## config.mk

```make
export PLATFORM = sky130hd
export DESIGN_NAME = periph_reg_responder
export DESIGN_NICKNAME = d
export VERILOG_FILES = /design/src/rtl/periph_reg_responder.sv
export SDC_FILE = /design/constraint.sdc
export NUM_CORES = 1
export LEC_CHECK = 0
export CORE_ASPECT_RATIO = 0.8
export CORE_MARGIN = 5
export CORE_UTILIZATION = 54
export CTS_CLUSTER_DIAMETER = 200
export DETAILED_ROUTE_END_ITERATION = 10
export PLACE_DENSITY = 0.91
export SYNTH_ARGS = -nofsm -noshare
export SYNTH_HDL_FRONTEND = slang
export SYNTH_SLANG_ARGS = --single-unit
```

## constraint.sdc

```tcl
create_clock -name clk -period 5.4 [get_ports clk]
set_input_delay 1.35 -clock clk [delete_from_list [all_inputs] [get_ports clk]]
set_output_delay 1.35 -clock clk [all_outputs]
set_load 0.05 [all_outputs]
```

## src/rtl/periph_reg_responder.sv

```systemverilog
// Memory-mapped peripheral register block: CTRL, STATUS, IRQ_FLAGS, IRQ_EN with
// SET/CLR/INV access aliases and a single-outstanding request/response handshake.
module periph_reg_responder #(
    parameter logic [31:0] CTRL_RESET   = 32'h0000_0000,
    parameter logic [31:0] IRQ_EN_RESET = 32'h0000_0000
) (
    input  logic        clk,
    input  logic        rst,
    input  logic        req_valid,
    output logic        req_ready,
    input  logic        req_write,
    input  logic [5:0]  req_addr,
    input  logic [31:0] req_wdata,
    output logic        resp_valid,
    input  logic        resp_ready,
    output logic [31:0] resp_rdata,
    output logic        resp_err,
    output logic [31:0] ctrl_out,
    input  logic [31:0] status_in,
    input  logic [31:0] irq_event,
    output logic        irq,
    output logic [0:0]  dbg_state_o
);

    // Handshake: a request transfers on a rising edge where req_valid && req_ready;
    // a response transfers on a rising edge where resp_valid && resp_ready.
    // req_ready and resp_valid are mutually exclusive, so one transaction is in flight.
    localparam logic [0:0] ST_IDLE = 1'b0;
    localparam logic [0:0] ST_RESP = 1'b1;

    localparam logic [1:0] SEL_CTRL   = 2'd0;
    localparam logic [1:0] SEL_STATUS = 2'd1;
    localparam logic [1:0] SEL_FLAGS  = 2'd2;
    localparam logic [1:0] SEL_IRQ_EN = 2'd3;

    localparam logic [1:0] AL_MAIN = 2'd0;
    localparam logic [1:0] AL_SET  = 2'd1;
    localparam logic [1:0] AL_CLR  = 2'd2;

    logic [0:0]  state_q, state_d;
    logic [31:0] ctrl_q, ctrl_d;
    logic [31:0] irq_en_q, irq_en_d;
    logic [31:0] flags_q, flags_d;
    logic [31:0] rdata_q, rdata_d;
    logic        err_q, err_d;

    logic        accept;
    logic [1:0]  sel;
    logic [1:0]  alias_sel;
    logic        unused_addr_bits;

    assign sel              = req_addr[5:4];
    assign alias_sel        = req_addr[3:2];
    assign unused_addr_bits = ^req_addr[1:0];
    assign accept           = (state_q == ST_IDLE) && req_valid;

    function automatic logic [31:0] apply_alias(input logic [1:0]  al,
                                                input logic [31:0] cur,
                                                input logic [31:0] wd);
        logic [31:0] res;
        case (al)
            AL_MAIN: res = wd;
            AL_SET:  res = cur | wd;
            AL_CLR:  res = cur & ~wd;
            default: res = cur ^ wd;
        endcase
        return res;
    endfunction

    always_comb begin
        state_d  = state_q;
        ctrl_d   = ctrl_q;
        irq_en_d = irq_en_q;
        flags_d  = flags_q;
        rdata_d  = rdata_q;
        err_d    = err_q;

        case (state_q)
            ST_IDLE: if (req_valid) state_d = ST_RESP;
            default: if (resp_ready) state_d = ST_IDLE;
        endcase

        if (accept) begin
            err_d   = req_write && (sel == SEL_STATUS);
            rdata_d = 32'h0;
            if (req_write) begin
                case (sel)
                    SEL_CTRL:   ctrl_d   = apply_alias(alias_sel, ctrl_q, req_wdata);
                    SEL_IRQ_EN: irq_en_d = apply_alias(alias_sel, irq_en_q, req_wdata);
                    SEL_FLAGS:  if (alias_sel != AL_SET) flags_d = flags_q & ~req_wdata;
                    default:    ;
                endcase
            end else begin
                case (sel)
                    SEL_CTRL:   rdata_d = ctrl_q;
                    SEL_STATUS: rdata_d = status_in;
                    SEL_FLAGS:  rdata_d = flags_q;
                    default:    rdata_d = irq_en_q;
                endcase
            end
        end

        // Events are OR-ed in after the software clear so a same-cycle event wins.
        flags_d = flags_d | irq_event;
    end

    always_ff @(posedge clk or posedge rst) begin
        if (rst) begin
            state_q  <= ST_IDLE;
            ctrl_q   <= CTRL_RESET;
            irq_en_q <= IRQ_EN_RESET;
            flags_q  <= 32'h0;
            rdata_q  <= 32'h0;
            err_q    <= 1'b0;
        end else begin
            state_q  <= state_d;
            ctrl_q   <= ctrl_d;
            irq_en_q <= irq_en_d;
            flags_q  <= flags_d;
            rdata_q  <= rdata_d;
            err_q    <= err_d;
        end
    end

    assign req_ready   = (state_q == ST_IDLE);
    assign resp_valid  = (state_q == ST_RESP);
    assign resp_rdata  = rdata_q;
    assign resp_err    = err_q;
    assign ctrl_out    = ctrl_q;
    assign irq         = |(flags_q & irq_en_q);
    assign dbg_state_o = state_q;

endmodule
```

Word-level counts from Yosys, hierarchy flattened

Index checks and enable logic that the tools add are counted.

Output and inout port bits: 69
Logic and storage cells: 41
Register bits: 130
Bits of input ports: 107

Bitwise logic cells: 11
Equality and inequality tests: 6
Reductions and logical operators: 7
Muxes and demuxes: 11

Operators by type and width:

| operator           | number |
|---|---|
| $pmux 32 s3        | 3 |
| $mux 32            | 5 |
| $and 32x32->32     | 4 |
| $or 32x32->32      | 3 |
| $xor 32x32->32     | 2 |
| $not 32->32        | 1 |
| $reduce_or 32->1   | 1 |
| $eq 2x2->1 const B | 3 |
| $reduce_and 3->1   | 2 |
| $eq 2x1->1 const B | 2 |
| $logic_not 2->1    | 2 |
| $mux 1             | 3 |
| $logic_and 1x1->1  | 2 |
| $ne 2x1->1 const B | 1 |
| $not 1->1          | 1 |

Logic depth before layout (Yosys ltp)

Word-level depth: 7
Depth in mapped cells: 5
Gate-level depth less buffers: 5

Worst setup path before layout

No wires, ideal clock.

Path kind: flip-flop to output port
From: register irq_en_q[28]
To: output port irq
Cell stages (with the launch flop): 4
Data arrival time: 1.423 ns
Path buffers: 0
Data required time: 4.050 ns
Path slack: 2.627 ns
Cell sequence: dfrtp_1 > a22oi_1 > nand4_1 > or4_1

Longest elaborated chain between the ends: 2

RTL lines:

| what                   | RTL line | text |
|---|---|---|
| start, declared        | 42       | `logic [31:0] irq_en_q, irq_en_d;` |
| start signal, assigned | 118      | `irq_en_q <= irq_en_d;` |
| $and 32x32->32         | 130      | `assign irq = \|(flags_q & irq_en_q);` |
| $reduce_or 32->1       | 130      |  |
| end, declared          | 21       | `output logic irq,` |

Every way passes these cells.

Worst setup path after layout

Ends and elaborated chain as after synthesis.

==> metrics.csv <==
metric;value;unit
placed inst area;11390;um^2
Critical path origin;irq_en_q[28]$_DFFE_PP0P_;
Clock Path Buffers;2;
yosys warns;0;
Area Growth Syn to Fin;25.27;%
VDD IR max;0.2453;mV
Detail Route Antenna Nets;0;
I/O Pins;176;
Std-Cell Rows;43;
vias in the first global route;7539;
CP max-delay cell;clkdlybuf4s50_1;
PnR worst setup slack;1.415;ns
GRT Total Usage;0.2536;
final wirelength;25.00;mm
FF+latch area;3253;um^2
Lkg Pwr;5.492;nW
Yosys cell types;24;
worst r2r src;dbg_state_o$_DFF_PP0_;
detailed-route DRC error count;0;
RSZ-0062 raised after global routing;false;
wire per inst;21.21;um
HP Class;flip-flop to flip-flop;
Post-Syn Area per Cell;12.21;um^2
worst r2r dst;resp_rdata[27]$_DFFE_PP0N_;
final hold violation count;0;
min cycle time layout;3.985;ns
crit-path max FO;5;
most common cell after layout, fill and taps aside;inv_1;
worst skew pair latency;0.42;ns
CTS buffer count;17;
share of layout cells above drive strength 1;0.2170;
Core Box Area;17320;um^2
crit end category;output port;
area leader, netlist;dfrtp_1;
CTS root buf;clkbuf_16;
nets;1178;
Resize count post-CTS;0;
post-CTS repair timing setup buffer count;0;
I/O Buffers;173;
cells after synthesis;781;
element type at the critical path start;flip-flop;
post-DP HPWL;17.34;mm
Max Clk Rate;251.0;MHz
Worst R2R Path Depth;3;
die area;20430;um^2
CTS tree;built;
Tcrit/Tclk final;0.7379;
sequence of cells on the critical path;a22oi_1 > nand4_1 > or4_1 > clkdlybuf4s50_1;
pre-CTS setup slack;1.547;ns
Iter 0 DRT Violations;534;
multi-input combinational cell area;5335;um^2
antenna cells;0;
# H-tree levels;4;
area share of the largest cell type after synthesis;0.3413;
final instance area;11940;um^2
final setup fails;0;
largest cells by area after synthesis;dfrtp_1 34%, mux4_2 23%, ha_1 17%, inv_1 7.6%, mux2_2 7.6%;
clock-pin slew on the worst setup and hold paths;0.05;ns
max-slew violations;0;
Starting Density;0.5503;
Pre-antenna DRT Iters;7;
number of fillers in the final layout;1202;
Clock Sink Count;130;
vias per inst;5.934;
CP Data Arrival Time;2.63;ns
antenna violations before repair;0;
Net Count, Synth;1016;
PwrDens;419.7;nW/um^2
Via Count;6996;
Max-cap violations;0;
first-pass GRT wire length;39.65;mm
Reg2Reg Setup Slack;2.83;ns
die height;128.8;um
Crit path required time;4.05;ns
register area share after synthesis;0.3413;
CTS Hold Bufs;0;
most frequent cells in the layout;193 x inv_1, 169 x clkdlybuf4s50_1, 130 x dfrtp_1;
Slew @ Worst Pin;1.277;ns
status;complete, no violations;
largest net degree at the start of global routing;80;
worst rel slew slack;0.1462;
GP Congestion;0.7917;
Crit path largest cell delay;0.76;ns
Setup Skew;0.007804;ns
Setup Total Neg Slack;0;ns
GR Overflow Total;0;
Yosys reg bits;130;
crit path to;irq;
Die W;158.6;um
Crit Path Class;flip-flop to output port;
cell area after synthesis;9533;um^2
==> cells in the mapped netlist <==
cell      instances
dfrtp_1         130
a31oi_1          32
nand2_1           2
mux2_2           64
inv_1           194
mux4_2           96
nor2b_1           2
nor3_2            1
nand4b_1          1
o31ai_1           1
a22oi_1          16
nor2_1           34
nand4_1           5
or4_1             1
buf_4             6
buf_1             2
buf_6             6
nand2b_1          1
buf_2            19
nand3_1           1
o21ai_0           1
ha_1            128
a22o_1           32
clkbuf_1          6
==> worst min path at each step <==
stage / from / end / slack [ns] / cells after the start
after floorplan: flags_q[0]$_DFF_PP0_ / flags_q[0]$_DFF_PP0_ / 0.53 / 2
after detailed placement: resp_err$_DFFE_PP0N_ / resp_err$_DFFE_PP0N_ / 0.48 / 2
after global routing: resp_rdata[15]$_DFFE_PP0N_ / resp_rdata[15]$_DFFE_PP0N_ / 0.51 / 1
after CTS: resp_err$_DFFE_PP0N_ / resp_err$_DFFE_PP0N_ / 0.50 / 2
final: resp_err$_DFFE_PP0N_ / resp_err$_DFFE_PP0N_ / 0.50 / 2
after global placement: resp_err$_DFFE_PP0N_ / resp_err$_DFFE_PP0N_ / 0.47 / 2
==> sequential cells by signal, indices dropped and copies added, names as in the netlist <==
name / cells
ctrl_out: 32
flags_q: 32
irq_en_q: 32
resp_rdata: 32
dbg_state_o: 1
resp_err: 1
==> worst max-delay path, delay by kind of cell (launching register included) <==
family          cells  cell delay [ns]
buf+inv             1             0.76
simple gates        2             0.66
flops               1             0.42
compound gates      1             0.37
==> metal layers <==
layer,global-route usage,part of all wire,vias to the layer above
li1,-,-,3069
met1,0.3410,0.41,3608
met2,0.4246,0.49,284
met3,0.04943,0.080,35
met4,0.06871,0.016,0
met5,0,0,-
==> per-stage QoR <==
stage	power, mW	cells	hold WS [ns]	util
after floorplan	3.108	781	0.5330	-
after CTS	5.036	1179	0.4986	0.6893
after global placement	3.760	1149	0.4749	0.6573
after global routing	5.297	1179	0.5116	0.6893
after detailed placement	3.915	1149	0.4825	0.6573
final	5.012	1179	0.4961	0.6893
==> final cells by class <==
cell class | instances | area share
timing repair buffer | 182 | 0.1494
inverter | 194 | 0.06140
tap | 225 | 0.02357
sequential | 130 | 0.2724
clock buffer | 21 | 0.03940
multi-input combinational | 418 | 0.4468
clock inverter | 9 | 0.007020
==> power breakdown <==
part           total (mW)  internal, mW  leakage, nW  switching (mW)
registers            1.63          1.25         1.51           0.375
clock network        1.11         0.662        0.263           0.444
logic                2.28          1.06         3.72            1.22
==> kinds of logic after synthesis <==
kind of cell / after synthesis / synth area share
compound gates: 82 / 0.06431
fa+ha+maj: 128 / 0.1680
buf+inv: 233 / 0.1013
flops: 130 / 0.3413
mux: 160 / 0.3024
simple gates: 48 / 0.02271
No activity file was read; power rests on OpenSTA's default activity.
